<file path="src/rtl/chess_clock_controller.sv">
// Two-player chess clock: turn tracking, one-second prescaler, BCD countdown and timeout flag.
// Optional Fischer increment enabled by defining CHESS_CLOCK_INCREMENT_EN.
module chess_clock_controller #(
  parameter int CLOCK_FREQ    = 50000000,
  parameter int START_MINS    = 5,
  parameter int INCREMENT_SEC = 0
) (
  input  logic       clock,
  input  logic       globalReset,
  input  logic       playEnable,
  input  logic       timerEnable,
  input  logic       moveDone,
  output logic [3:0] whiteMins,
  output logic [3:0] whiteTensSec,
  output logic [3:0] whiteUnitsSec,
  output logic [3:0] blackMins,
  output logic [3:0] blackTensSec,
  output logic [3:0] blackUnitsSec,
  output logic       activePlayer,
  output logic       running,
  output logic       timeout,
  output logic       timeoutPlayer
);

  localparam int PRE_W = $clog2(CLOCK_FREQ);
  localparam logic [PRE_W-1:0] PRE_MAX = PRE_W'(CLOCK_FREQ - 1);
  localparam logic [11:0] PRESET = {4'(START_MINS), 4'd0, 4'd0};

  typedef enum logic [2:0] {
    IDLE,
    WHITE_RUN,
    BLACK_RUN,
    PAUSED,
    TIMEOUT
  } state_t;

  state_t           state_q, state_d;
  logic [PRE_W-1:0] prescaler_q, prescaler_d;
  logic             saved_side_q, saved_side_d;
  logic [11:0]      white_time_q, white_time_d;
  logic [11:0]      black_time_q, black_time_d;
  logic             active_q, active_d;
  logic             running_q, running_d;
  logic             timeout_q, timeout_d;
  logic             timeout_player_q, timeout_player_d;

  logic             tick;
  logic             next_side;
  logic [11:0]      active_time;
  logic [11:0]      dec_time;

  // Times are packed {minutes, tens, units}; the decrement holds at 0:0:0.
  function automatic logic [11:0] bcd_dec(input logic [11:0] t);
    logic [3:0] m, tn, u;
    m  = t[11:8];
    tn = t[7:4];
    u  = t[3:0];
    if (t == 12'h000) begin
      return t;
    end
    if (u != 4'd0) begin
      u = u - 4'd1;
    end else begin
      u = 4'd9;
      if (tn != 4'd0) begin
        tn = tn - 4'd1;
      end else begin
        tn = 4'd5;
        m  = m - 4'd1;
      end
    end
    return {m, tn, u};
  endfunction

`ifdef CHESS_CLOCK_INCREMENT_EN
  logic [11:0] inc_time;

  function automatic logic [11:0] bcd_inc(input logic [11:0] t);
    logic [4:0] u_sum;
    logic [3:0] m, tn, u;
    logic       c_u, c_t;
    m     = t[11:8];
    tn    = t[7:4];
    u     = t[3:0];
    u_sum = {1'b0, u} + 5'(INCREMENT_SEC);
    c_u   = (u_sum > 5'd9);
    u     = c_u ? 4'(u_sum - 5'd10) : u_sum[3:0];
    tn    = tn + {3'b000, c_u};
    c_t   = (tn > 4'd5);
    if (c_t) begin
      tn = 4'd0;
    end
    if (c_t && (m == 4'd9)) begin
      return 12'h959;
    end
    m = m + {3'b000, c_t};
    return {m, tn, u};
  endfunction

  assign inc_time = bcd_inc(active_time);
`else
  logic unused_increment_cfg;
  assign unused_increment_cfg = (INCREMENT_SEC != 0);
`endif

  assign tick        = (prescaler_q == PRE_MAX);
  assign active_time = active_q ? black_time_q : white_time_q;
  assign dec_time    = bcd_dec(active_time);
  assign next_side   = moveDone ? ~saved_side_q : saved_side_q;

  always_comb begin
    state_d          = state_q;
    prescaler_d      = prescaler_q;
    saved_side_d     = saved_side_q;
    white_time_d     = white_time_q;
    black_time_d     = black_time_q;
    active_d         = active_q;
    timeout_d        = timeout_q;
    timeout_player_d = timeout_player_q;

    if (!playEnable) begin
      state_d          = IDLE;
      prescaler_d      = '0;
      saved_side_d     = 1'b0;
      white_time_d     = PRESET;
      black_time_d     = PRESET;
      active_d         = 1'b0;
      timeout_d        = 1'b0;
      timeout_player_d = 1'b0;
    end else begin
      case (state_q)
        IDLE: begin
          white_time_d = PRESET;
          black_time_d = PRESET;
          if (timerEnable) begin
            state_d     = WHITE_RUN;
            prescaler_d = '0;
            active_d    = 1'b0;
          end
        end
        WHITE_RUN, BLACK_RUN: begin
          // A move wins over a coincident tick, which is simply dropped.
          if (moveDone) begin
            active_d    = ~active_q;
            state_d     = active_q ? WHITE_RUN : BLACK_RUN;
            prescaler_d = '0;
`ifdef CHESS_CLOCK_INCREMENT_EN
            if (active_q) begin
              black_time_d = inc_time;
            end else begin
              white_time_d = inc_time;
            end
`endif
          end else if (!timerEnable) begin
            state_d      = PAUSED;
            saved_side_d = active_q;
          end else if (tick) begin
            prescaler_d = '0;
            if (active_q) begin
              black_time_d = dec_time;
            end else begin
              white_time_d = dec_time;
            end
            if (dec_time == 12'h000) begin
              state_d          = TIMEOUT;
              timeout_d        = 1'b1;
              timeout_player_d = active_q;
            end
          end else begin
            prescaler_d = prescaler_q + PRE_W'(1);
          end
        end
        PAUSED: begin
          if (moveDone) begin
            saved_side_d = ~saved_side_q;
            active_d     = ~active_q;
            prescaler_d  = '0;
          end
          if (timerEnable) begin
            state_d = next_side ? BLACK_RUN : WHITE_RUN;
          end
        end
        TIMEOUT: begin
          state_d = TIMEOUT;
        end
        default: begin
          state_d = IDLE;
        end
      endcase
    end

    running_d = (state_d == WHITE_RUN) || (state_d == BLACK_RUN);
  end

  always_ff @(posedge clock) begin
    if (globalReset) begin
      state_q          <= IDLE;
      prescaler_q      <= '0;
      saved_side_q     <= 1'b0;
      white_time_q     <= PRESET;
      black_time_q     <= PRESET;
      active_q         <= 1'b0;
      running_q        <= 1'b0;
      timeout_q        <= 1'b0;
      timeout_player_q <= 1'b0;
    end else begin
      state_q          <= state_d;
      prescaler_q      <= prescaler_d;
      saved_side_q     <= saved_side_d;
      white_time_q     <= white_time_d;
      black_time_q     <= black_time_d;
      active_q         <= active_d;
      running_q        <= running_d;
      timeout_q        <= timeout_d;
      timeout_player_q <= timeout_player_d;
    end
  end

  assign whiteMins     = white_time_q[11:8];
  assign whiteTensSec  = white_time_q[7:4];
  assign whiteUnitsSec = white_time_q[3:0];
  assign blackMins     = black_time_q[11:8];
  assign blackTensSec  = black_time_q[7:4];
  assign blackUnitsSec = black_time_q[3:0];
  assign activePlayer  = active_q;
  assign running       = running_q;
  assign timeout       = timeout_q;
  assign timeoutPlayer = timeout_player_q;

endmodule
</file>
<file path="config.mk">
export PLATFORM = sky130hd
export DESIGN_NAME = chess_clock_controller
export DESIGN_NICKNAME = d
export VERILOG_FILES = /design/src/rtl/chess_clock_controller.sv
export SDC_FILE = /design/constraint.sdc
export NUM_CORES = 1
export LEC_CHECK = 0
export BUFFER_PORTS_ARGS = -buffer_cell sky130_fd_sc_hd__buf_2
export CELL_PAD_IN_SITES_DETAIL_PLACEMENT = 1
export CELL_PAD_IN_SITES_GLOBAL_PLACEMENT = 2
export CORE_MARGIN = 2
export CORE_UTILIZATION = 26
export DETAILED_ROUTE_END_ITERATION = 8
export PLACE_DENSITY_LB_ADDON = 0.3
export SYNTH_ARGS = -nofsm -noshare
export SYNTH_HDL_FRONTEND = slang
export SYNTH_SLANG_ARGS = --single-unit
</file>
<file path="constraint.sdc">
create_clock -name clock -period 7.1 [get_ports clock]
set_clock_uncertainty 0.15 [all_clocks]
set_input_delay 1.42 -clock clock [delete_from_list [all_inputs] [get_ports clock]]
set_output_delay 1.42 -clock clock [all_outputs]
set_load 0.01 [all_outputs]
</file>
# == After elaboration in Yosys (flattened, before gate mapping) ==
# Cells that the tools add are included.
# word_totals
ff_bits,58
latchBits,0
mem_bits_rw,0
rom_bits,0
wordCells,95
mem_count,0
# op_classes
addsub,4
multipliers,0
div_mod_pow,0
n_lt_le_gt_ge,0
n_eq_ne,17
shift,0
muxes,42
bitwise_logic,4
n_reduce_logical,19
# op_table
op,n
12-bit two-way mux,11
26-bit two-way mux,5
26-bit one-hot mux with 3 select lines,1
12-bit one-hot mux with 2 select lines,2
26-bit by 1-bit adder with 26-bit output (second input constant),1
26-bit == test (second input constant),1
12-bit logical NOT,2
3-bit two-way mux,7
4-bit two-way mux,5
2-bit != test (second input constant),8
5-bit AND reduction,3
3-bit one-hot mux with 4 select lines,1
4-bit by 1-bit subtractor with 4-bit output (second input constant),3
3-bit by 2-bit == test with 1-bit output (second input constant),3
4-bit nonzero test,2
3-bit by 1-bit == test with 1-bit output (second input constant),2
1-bit two-way mux,6
3-bit AND reduction,2
2-bit nonzero test,3
2-bit two-way mux,2
1-bit inverter,4
1-bit one-hot mux with 2 select lines,2
4-bit AND reduction,1
2-bit OR reduction,2
other kinds (7),7

# == Logic depth before layout (Yosys ltp) ==
# Gate-level depths: netlist of run 1.
# logic_depth
word_depth,14
ltp_mapped,13

# == Worst setup path after synthesis of run 1 ==
# OpenSTA, ideal clock, no wires.
# synth_timing
path_type,reg-to-reg
start,register active_q (netlist: activePlayer)
end,register running_q (netlist: running)
setup_time_ns,0.120
arrival_ns,3.233
path_slack_ns,3.597
path_stages_with_launch,14
n_path_buf,3
path_cell_list,dfxtp_1 buf_6 buf_2 buf_1 mux2_2 inv_1 ha_1 nor4bb_1 nor2_1 o21bai_1 xnor2_1 nor4_4 a21oi_1 a211o_1
# synth_between
elab_chain_cells,14
# synth_rtl
element,line_no,source
"start, declared",42,"logic active_q, active_d;"
"start signal, assigned",212,active_q <= active_d;
12-bit two-way mux,107,assign active_time = active_q ? black_time_q : white_time_q;
"4-bit by 1-bit subtractor with 4-bit output, or another cell as far along",66,tn = tn - 4'd1;
4-bit two-way mux,65,if (tn != 4'd0) begin
4-bit two-way mux,61,if (u != 4'd0) begin
12-bit two-way mux,61,
12-bit logical NOT,164,if (dec_time == 12'h000) begin
3-bit two-way mux,164,
3-bit two-way mux,157,end else if (tick) begin
3-bit two-way mux,154,end else if (!timerEnable) begin
3-bit two-way mux (*),143,if (moveDone) begin
3-bit one-hot mux with 4 select lines (*),131,case (state_q)
3-bit two-way mux (*),121,if (!playEnable) begin
3-bit by 1-bit == test with 1-bit output / 3-bit by 2-bit == test with 1-bit output (equally long branches),192,running_d = (state_d == WHITE_RUN) || (state_d == BLACK_RUN);
1-bit logical OR (*),192,
"end signal, assigned",213,running_q <= running_d;
"end, declared",43,"logic running_q, running_d;"
# Every way passes the cells marked *; elsewhere a longest branch is shown, timed or not. The select of a mux whose other input is x is not followed.
# A chain may end at the register's enable or synchronous reset.

# == Worst setup path after layout of run 1 ==
# layout_timing
start,input moveDone
end,register prescaler_q[19]
# layout_between
elab_chain_cells,2
# layout_rtl
element,line_no,source
"start, declared",12,"input logic moveDone,"
"3-bit != test (no source line), or another cell as far along",n/a,
4-bit AND reduction (no source line) / 26-bit one-hot mux with 3 select lines (equally long branches),n/a,
"end signal, assigned",208,prescaler_q <= prescaler_d;
"end, declared",38,"logic [PRE_W-1:0] prescaler_q, prescaler_d;"
# Several ways; a longest one is shown, not always the timed one.

==> run summary, run 1 <==
Post-synthesis xor/xnor area fraction: 0.0674. At the worst endpoint, the arrival time is 3.73 ns. The count of cells in the finished layout, fillers not included, comes to 588. The largest net degree at the start of global routing came out at 31.

In this run, placement finished with an instance count of 572. Counting flops and latches in the post-synthesis netlist gives 58. The synthesized cell area is 0.00325 sq mm.

Counting every sink on the clock net gives 58. Leaving out fill and tap cells, the most frequent cells in the layout are nor2_1, dfxtp_1, buf_2. Across the whole layout, storage elements account for 0.00116 sq mm. Basic-gate share of the synthesized area counting and, or, nand and nor cells: 0.273.

The tools report the post-route antenna net violation count as 0. The all-layer global routing usage was 0.154. Type of the worst setup path: in -> reg. The floorplan row count is 40.

The total placed instance area was 0.00357 sq mm; the number of violations of the max-capacitance limit was 0. Portion of the clock cycle consumed by the worst path in the final layout: 0.516. In this run the worst hold path is classified as reg -> reg. The share of flip-flops with an asynchronous set or reset after synthesis came out at 0. The net count of the finished layout is 423.

The predominant post-synthesis flop cell is dfxtp_1. Setup violations remaining at the end of the flow were counted as 0. The die footprint is 0.0134 sq mm, and the number of synthesized flops with an enable pin is 0. In the routed layout, each cell is associated on average with a via count of 4.86. The core outline area is 0.0121 sq mm, and the total congestion overflow is 0. The iteration-0 DRC count of the detailed router was 77. The logs give 0 for the final-report hold violation count and 0 for the number of remaining DRC errors. The number of setup buffers added after CTS is 0. The run gives 15.7 mm as the global-route wire length before repair.

Setup repair after global routing left no endpoint under its margin. The run gives 273 MHz as the highest clock frequency the design can meet. The max-slew violation count is 0. The fraction of layout cells with a size suffix above 1 was 0.169. CTS placed an instance of clkbuf_16 at the clock tree root.

The library cell used most frequently in the layout, excluding fill and tap cells, is nor2_1. Compared with the post-synthesis result, the final layout area differs by 19.1%. The netlist uses 63 different library cells. The net count after synthesis was 394; the starting utilization of the core area was 0.268.

The clock reaches the later pin of the worst-skew pair after 0.34 ns. The tools report the number of inserted filler cells in the final layout as 1473. In this run the vertical extent of the chip is 116 microns.

The per-cell routed wire length came out at 16.1 microns. The area share of fa/ha/maj cells after synthesis was 0.0116; the share of cell area taken by muxes after synthesis was 0.116. The leakage power summed over all cells came out at 1.45 nW. For the maximum number of buffers from clock root to sink, the log shows 2.

After routing the design area is 0.00387 sq mm. During synthesis, Yosys emitted a total of 0 warnings. The sequential-to-total area share from yosys stat came out at 0.357. TritonCTS built the clock tree.

After synthesis, the largest family of logic cells by area is simple AND/OR/NAND/NOR gates. The run gives 0 as the post-cts resize count. The run gives 0.300 ns as the smallest hold slack. The type of element launching the critical path is a primary input. The actual transition at the worst max-transition pin came out at 0.960 ns. At the worst endpoint, the required time is 7.16 ns. The flow ran to the end, and the final reports show no timing, DRC or antenna violations. The number of hold buffers added after cts was 0; the number of global-route vias before repair was 3044. The clock slew at the register clock pins of the worst setup and hold paths was 0.05 ns; the quantity of I/O buffers inserted on ports was 32. The tools report the relative max-transition margin as 0.343. The worst voltage drop across the vdd grid came out at 173 uV. The worst setup path is captured at a register. After synthesis, the mean cell area works out to 8.41 sq um. The run gives 0.780 as the final estimated routing congestion in global placement. The x dimension of the die was 116 microns. The area of the multi-input gates was 0.00196 sq mm. The logs give 9 for the number of CTS-inserted buffers and 4 for the first-pass iteration count of the detailed router.

For this block, the routed nets add up to 9.48 mm of wire. Synthesis handed over a netlist of 386 instances. Counting I/O delays and the setup requirement, the final critical path takes 3.66 ns. The H-tree was split into 3 levels. After routing, the total negative slack on setup checks comes to 0 ns. The number of antenna diodes in the final layout is 0. The largest fanout on the critical path is 16, and the fraction of the mapped netlist area in compound gates is 0.137. The run gives 0 as the number of antenna violations at the first check in global routing. For the number of primary I/O pins, the log shows 33. The final route contains 2857 vias. The tools report the sum of net half-perimeters after detailed placement as 6.90 mm. For this design the ratio of total power to cell area is 221 mW/mm^2.
-- stage by stage --
| step | power [W] | setup WS, ns | utilization |
|---|---|---|---|
| finish | 0.000856 | 3.44 | 0.320 |
| global route | 0.000895 | 3.24 | 0.320 |
| CTS | 0.000874 | 3.47 | 0.320 |
| detailed placement | 0.000424 | 3.15 | 0.295 |
| global placement | 0.000423 | 3.18 | 0.295 |
| floorplan | 0.000401 | 3.60 | - |
-- worst max-delay path, stage by stage --
cell       delay (ns)
buf_2            0.27
o21ai_1          0.16
a2111oi_0        0.89
nand3_1          0.29
nor3_1           0.33
nand4_1          0.15
xor2_1           0.16
nor2_1           0.05
-- report_power, final --
group,total [W],internal (W),switching (W)
clock,0.000439,0.000290,0.000149
sequential,0.000335,0.000330,0.00000517
combinational,0.0000814,0.0000310,0.0000504
-- per-layer routing --
metal / routed length [microns] / part of all wire / global-route usage / up-vias
met5: 0 / 0 / 0 / -
met4: 138 / 0.015 / 0.0484 / 0
met3: 329 / 0.035 / 0.0497 / 12
met2: 4740 / 0.50 / 0.274 / 32
met1: 4270 / 0.45 / 0.174 / 1376
li1: - / - / - / 1437
-- final timing paths --
| path | from | to | slack [ns] | cells past startpoint |
|---|---|---|---|---|
| worst max-delay path | moveDone | prescaler_q[19] | 3.44 | 8 |
| worst min-delay path | timeout | timeout | 0.30 | 2 |
| worst max register to register | prescaler_q[0] | black_time_q[6] | 3.59 | 9 |
| worst min register to register | timeout | timeout | 0.30 | 2 |
-- sequential cells by signal, summed over array words and instances (netlist names) --
| signal | flops |
|---|---|
| timeoutPlayer | 1 |
| white_time_q | 12 |
| prescaler_q | 26 |
| timeout | 1 |
| running | 1 |
| saved_side_q | 1 |
| state_q | 3 |
| activePlayer | 1 |
| black_time_q | 12 |
-- Yosys cell counts, types with 3 or more instances --
cell type | n | area [sq um]
ha_1 | 3 | 37.5
mux2i_1 | 31 | 310
a211o_1 | 3 | 26.3
and4b_1 | 3 | 30.0
xnor2_1 | 7 | 61.3
nor3_1 | 9 | 45.0
and4_1 | 3 | 26.3
or2_2 | 5 | 31.3
dfxtp_1 | 58 | 1160
clkbuf_1 | 11 | 41.3
a21oi_1 | 19 | 95.1
buf_2 | 5 | 25.0
o21ai_0 | 9 | 45.0
nand4_1 | 8 | 50.1
xor2_1 | 18 | 158
and3_1 | 3 | 18.8
nor2_1 | 63 | 236
mux2_2 | 6 | 67.6
inv_1 | 10 | 37.5
o21ai_1 | 3 | 15.0
nand2_1 | 28 | 105
a211oi_1 | 5 | 37.5
and2_1 | 5 | 31.3
a31oi_1 | 4 | 25.0
nand3_1 | 18 | 90.1
or3_1 | 3 | 18.8
-- final cells by class --
| type | instances | share of cell area |
|---|---|---|
| Inverter | 10 | 0.00970 |
| Sequential cell | 58 | 0.300 |
| Clock buffer | 14 | 0.0682 |
| Clock inverter | 2 | 0.00905 |
| Timing Repair Buffer | 37 | 0.0511 |
| Multi-Input combinational cell | 299 | 0.508 |
| Tap cell | 168 | 0.0543 |
-- kinds of logic after synthesis --
kind of cell	after synthesis
AOI/OAI and AO/OA	64
muxes	37
xor gates and xnor gates	25
adders and majority gates	3
buffers and inverters	29
DFF	58
and+or+nand+nor	170
Power figures use the tool's default switching activity.
==> run 2, diff against run 1 <==
==> constraint.sdc (replaced) <==
create_clock -name clock -period 3.07 [get_ports clock]
set_clock_uncertainty 0.15 [all_clocks]
set_input_delay 0.614 -clock clock [delete_from_list [all_inputs] [get_ports clock]]
set_output_delay 0.614 -clock clock [all_outputs]
set_load 0.01 [all_outputs]
==> run 2 against run 1 <==
  * Non-clock buffer count rose by 7
  * Count of clock-buffer cells in the layout down 3
  * Power rose by 120%
  * Sequential share of layout area down 0.28 points
  * Die area is the same
  * Cell count grew 0.51%
  * Global-route usage is 0.63 points lower
  * Critical endpoint is now timeoutPlayer
  * Largest power group unchanged
==> run summary, run 2 (synthesized netlist as in run 1, its figures left out) <==
The clock slew at the register clock pins of the worst setup and hold paths came out at 0.05 ns. The post-detailed-route via-to-cell ratio came out at 4.89. The filler cells instantiated in the layout total 1467. For this design, the slowest cell found on the critical path is or4_4.

Entering global routing, the biggest net connects 39 pins. The fraction of layout cells with a size suffix above 1 came out at 0.189. The clock reaches the later pin of the worst-skew pair after 0.33 ns.

The pre-antenna-repair detailed-routing pass consisted of 4 iterations. In this run the vertical extent of the chip is 116 microns. In this run the number of H-tree levels came out at 3. Walking the worst path, the cells encountered are buf_12 > or4_4 > a21o_1 > o221ai_1 > nand4_1 > nor4_4 > buf_4 > a31oi_1 > o21a_1. The run gives 2.98 ns as the critical path data arrival time.

The instance count after placement with tap cells included was 578. The capturing element type of the critical path was a register. The count of non-filler cells in the finished layout is 591, and the clock period minus worst slack is 2.91 ns. For the worst setup path, the data required time is 3.14 ns. Flip-flop count of the largest register after layout: 26.

X dimension of the die: 116 microns. The region available for standard cell placement spans 0.0121 sq mm. The minimum setup slack after placement was 0.113 ns; the smallest hold slack was 0.325 ns. The register with the most flip-flops in the final layout is prescaler_q. Buffers inserted to repair hold after CTS numbered 0. The portion of the clock cycle consumed by the worst path in the final layout was 0.948; the utilization after layout was 0.323.

For the post-route antenna net violation count, the log shows 0. Compared with the post-synthesis result, the final layout area differs by 20.4%. Among cell families on the critical path, the largest total delay comes from simple AND/OR/NAND/NOR gates.

The first global-routing pass estimated 15.3 mm of wire. In the final layout, the registers with the most flip-flops are prescaler_q: 26 flops, black_time_q: 12 flops, white_time_q: 12 flops. The clock net in this run drives a total of 58 sinks.

The buffering stage count on the worst path with inverters included is 2, and the relative max-transition margin is 0.638. In the layout the commonest cells are nor2_1, dfxtp_1, buf_2. No sink is reached through more buffers than the 2 on the longest clock path. For the worst voltage drop across the vdd grid, the log shows 268 uV.

In this run the cell area measured after placement is 0.00365 sq mm. Type of element launching the critical path: a register. The run gives 0.268 as the starting utilization of the core area.

Dividing total power by cell area gives a power density of 471 mW/mm^2. The buffer cell driving the clock tree root is clkbuf_16. The number of primary I/O pins was 33; the number of antenna violations at the first check in global routing was 0. Setup slack on the critical path of the routed design comes to 0.159 ns. In this run, the number of DRC markers left after iteration 0 of detailed routing was 167. For the pin with the worst max-slew slack, the measured transition is 0.541 ns.

The count of vias placed by the detailed router is 2891. The flow ran to the end, and the final reports show no timing, DRC or antenna violations. The final non-filler cell area is 0.00391 sq mm. The tools report the number of diodes as 0. The logs give 0 for the number of remaining DRC errors and 9.20 mm for the final routed wirelength across all metal layers. The longest individual stage delay on the worst path works out to 0.58 ns. The number of endpoints failing setup at the final stage is 0, and the per-cell routed wire length is 15.6 microns. The tools report the die footprint as 0.0134 sq mm. The logs give 0.148 for the all-layer global routing usage and 0 for the max-slew violation count. The logs give 430 for the number of nets in the layout and 0.796 for the final estimated routing congestion in global placement. TritonCTS built the clock tree. The final-report hold violation count came out at 0.

Buffers inserted during clock tree synthesis total 9. The number of global-route vias before repair was 2987; the quantity of I/O buffers inserted on ports was 32. The type of the worst setup path was reg -> reg.

Total congestion overflow: 0. In this run the worst hold path is classified as reg -> reg. The run gives 6.71 mm as the sum of net half-perimeters after detailed placement.

Max-cap violations in this run came to 0. Leaving out fill and tap cells, the most frequent cell in the layout is nor2_1. The largest fanout on the critical path came out at 38. The logs give 1.47 nW for the leakage power summed over all cells and 40 for the floorplan row count.

Highest clock frequency the design can meet: 344 MHz.
[run 2: what timing repair did]
| action | CTS | global route |
|---|---|---|
| hold endpoints to repair | 0 | 0 |
| setup buffers | 0 | 1 |
| setup endpoints to repair | 0 | 3 |
| resized for setup | 0 | 1 |
[run 2: where the power goes]
| part | leakage [nW] | total, W | switching (W) | internal, W |
|---|---|---|---|---|
| Clock | 0.123 | 0.000875 | 0.000328 | 0.000547 |
| Combinational | 0.881 | 0.000193 | 0.000118 | 0.0000748 |
| Sequential | 0.469 | 0.000773 | 0.0000103 | 0.000763 |
[run 2: worst paths after layout]
kind | cells after the start | start | slack, ns | to
worst max-delay path | 9 | activePlayer | 0.16 | timeoutPlayer
worst min-delay path | 2 | timeout | 0.32 | timeout
worst max register to register | 9 | activePlayer | 0.16 | timeoutPlayer
worst min register to register | 2 | timeout | 0.32 | timeout
[run 2: worst min-delay path: cells and delay by family (launching register included)]
kind	cells	cell delay (ns)
buffers and inverters	1	0.06
flip-flops	1	0.32
AO/OA/AOI/OAI	1	0.05
[run 2: routing by layer]
layer	up-vias	part of all wire	track usage
li1	1450	-	-
met1	1398	0.47	0.182
met2	33	0.48	0.251
met3	10	0.032	0.0429
met4	0	0.012	0.0429
met5	-	0	0
[run 2: cell type report]
cell class,instances,area (sq um),share of cell area
multi-input combinational,299,1990,0.509
sequential,58,1160,0.297
tap,168,210,0.0538
timing repair buffer,44,263,0.0672
clock buffer,11,243,0.0621
inverter,10,37.5,0.00960
clock inverter,1,5.00,0.00128
[run 2: stage by stage]
step / setup TNS [ns] / power (W)
after detailed placement: 0 / 0.000983
after global placement: 0 / 0.000982
final: 0 / 0.00184
after floorplan: 0 / 0.000928
after global routing: -0.0105 / 0.00193
after CTS: 0 / 0.00187
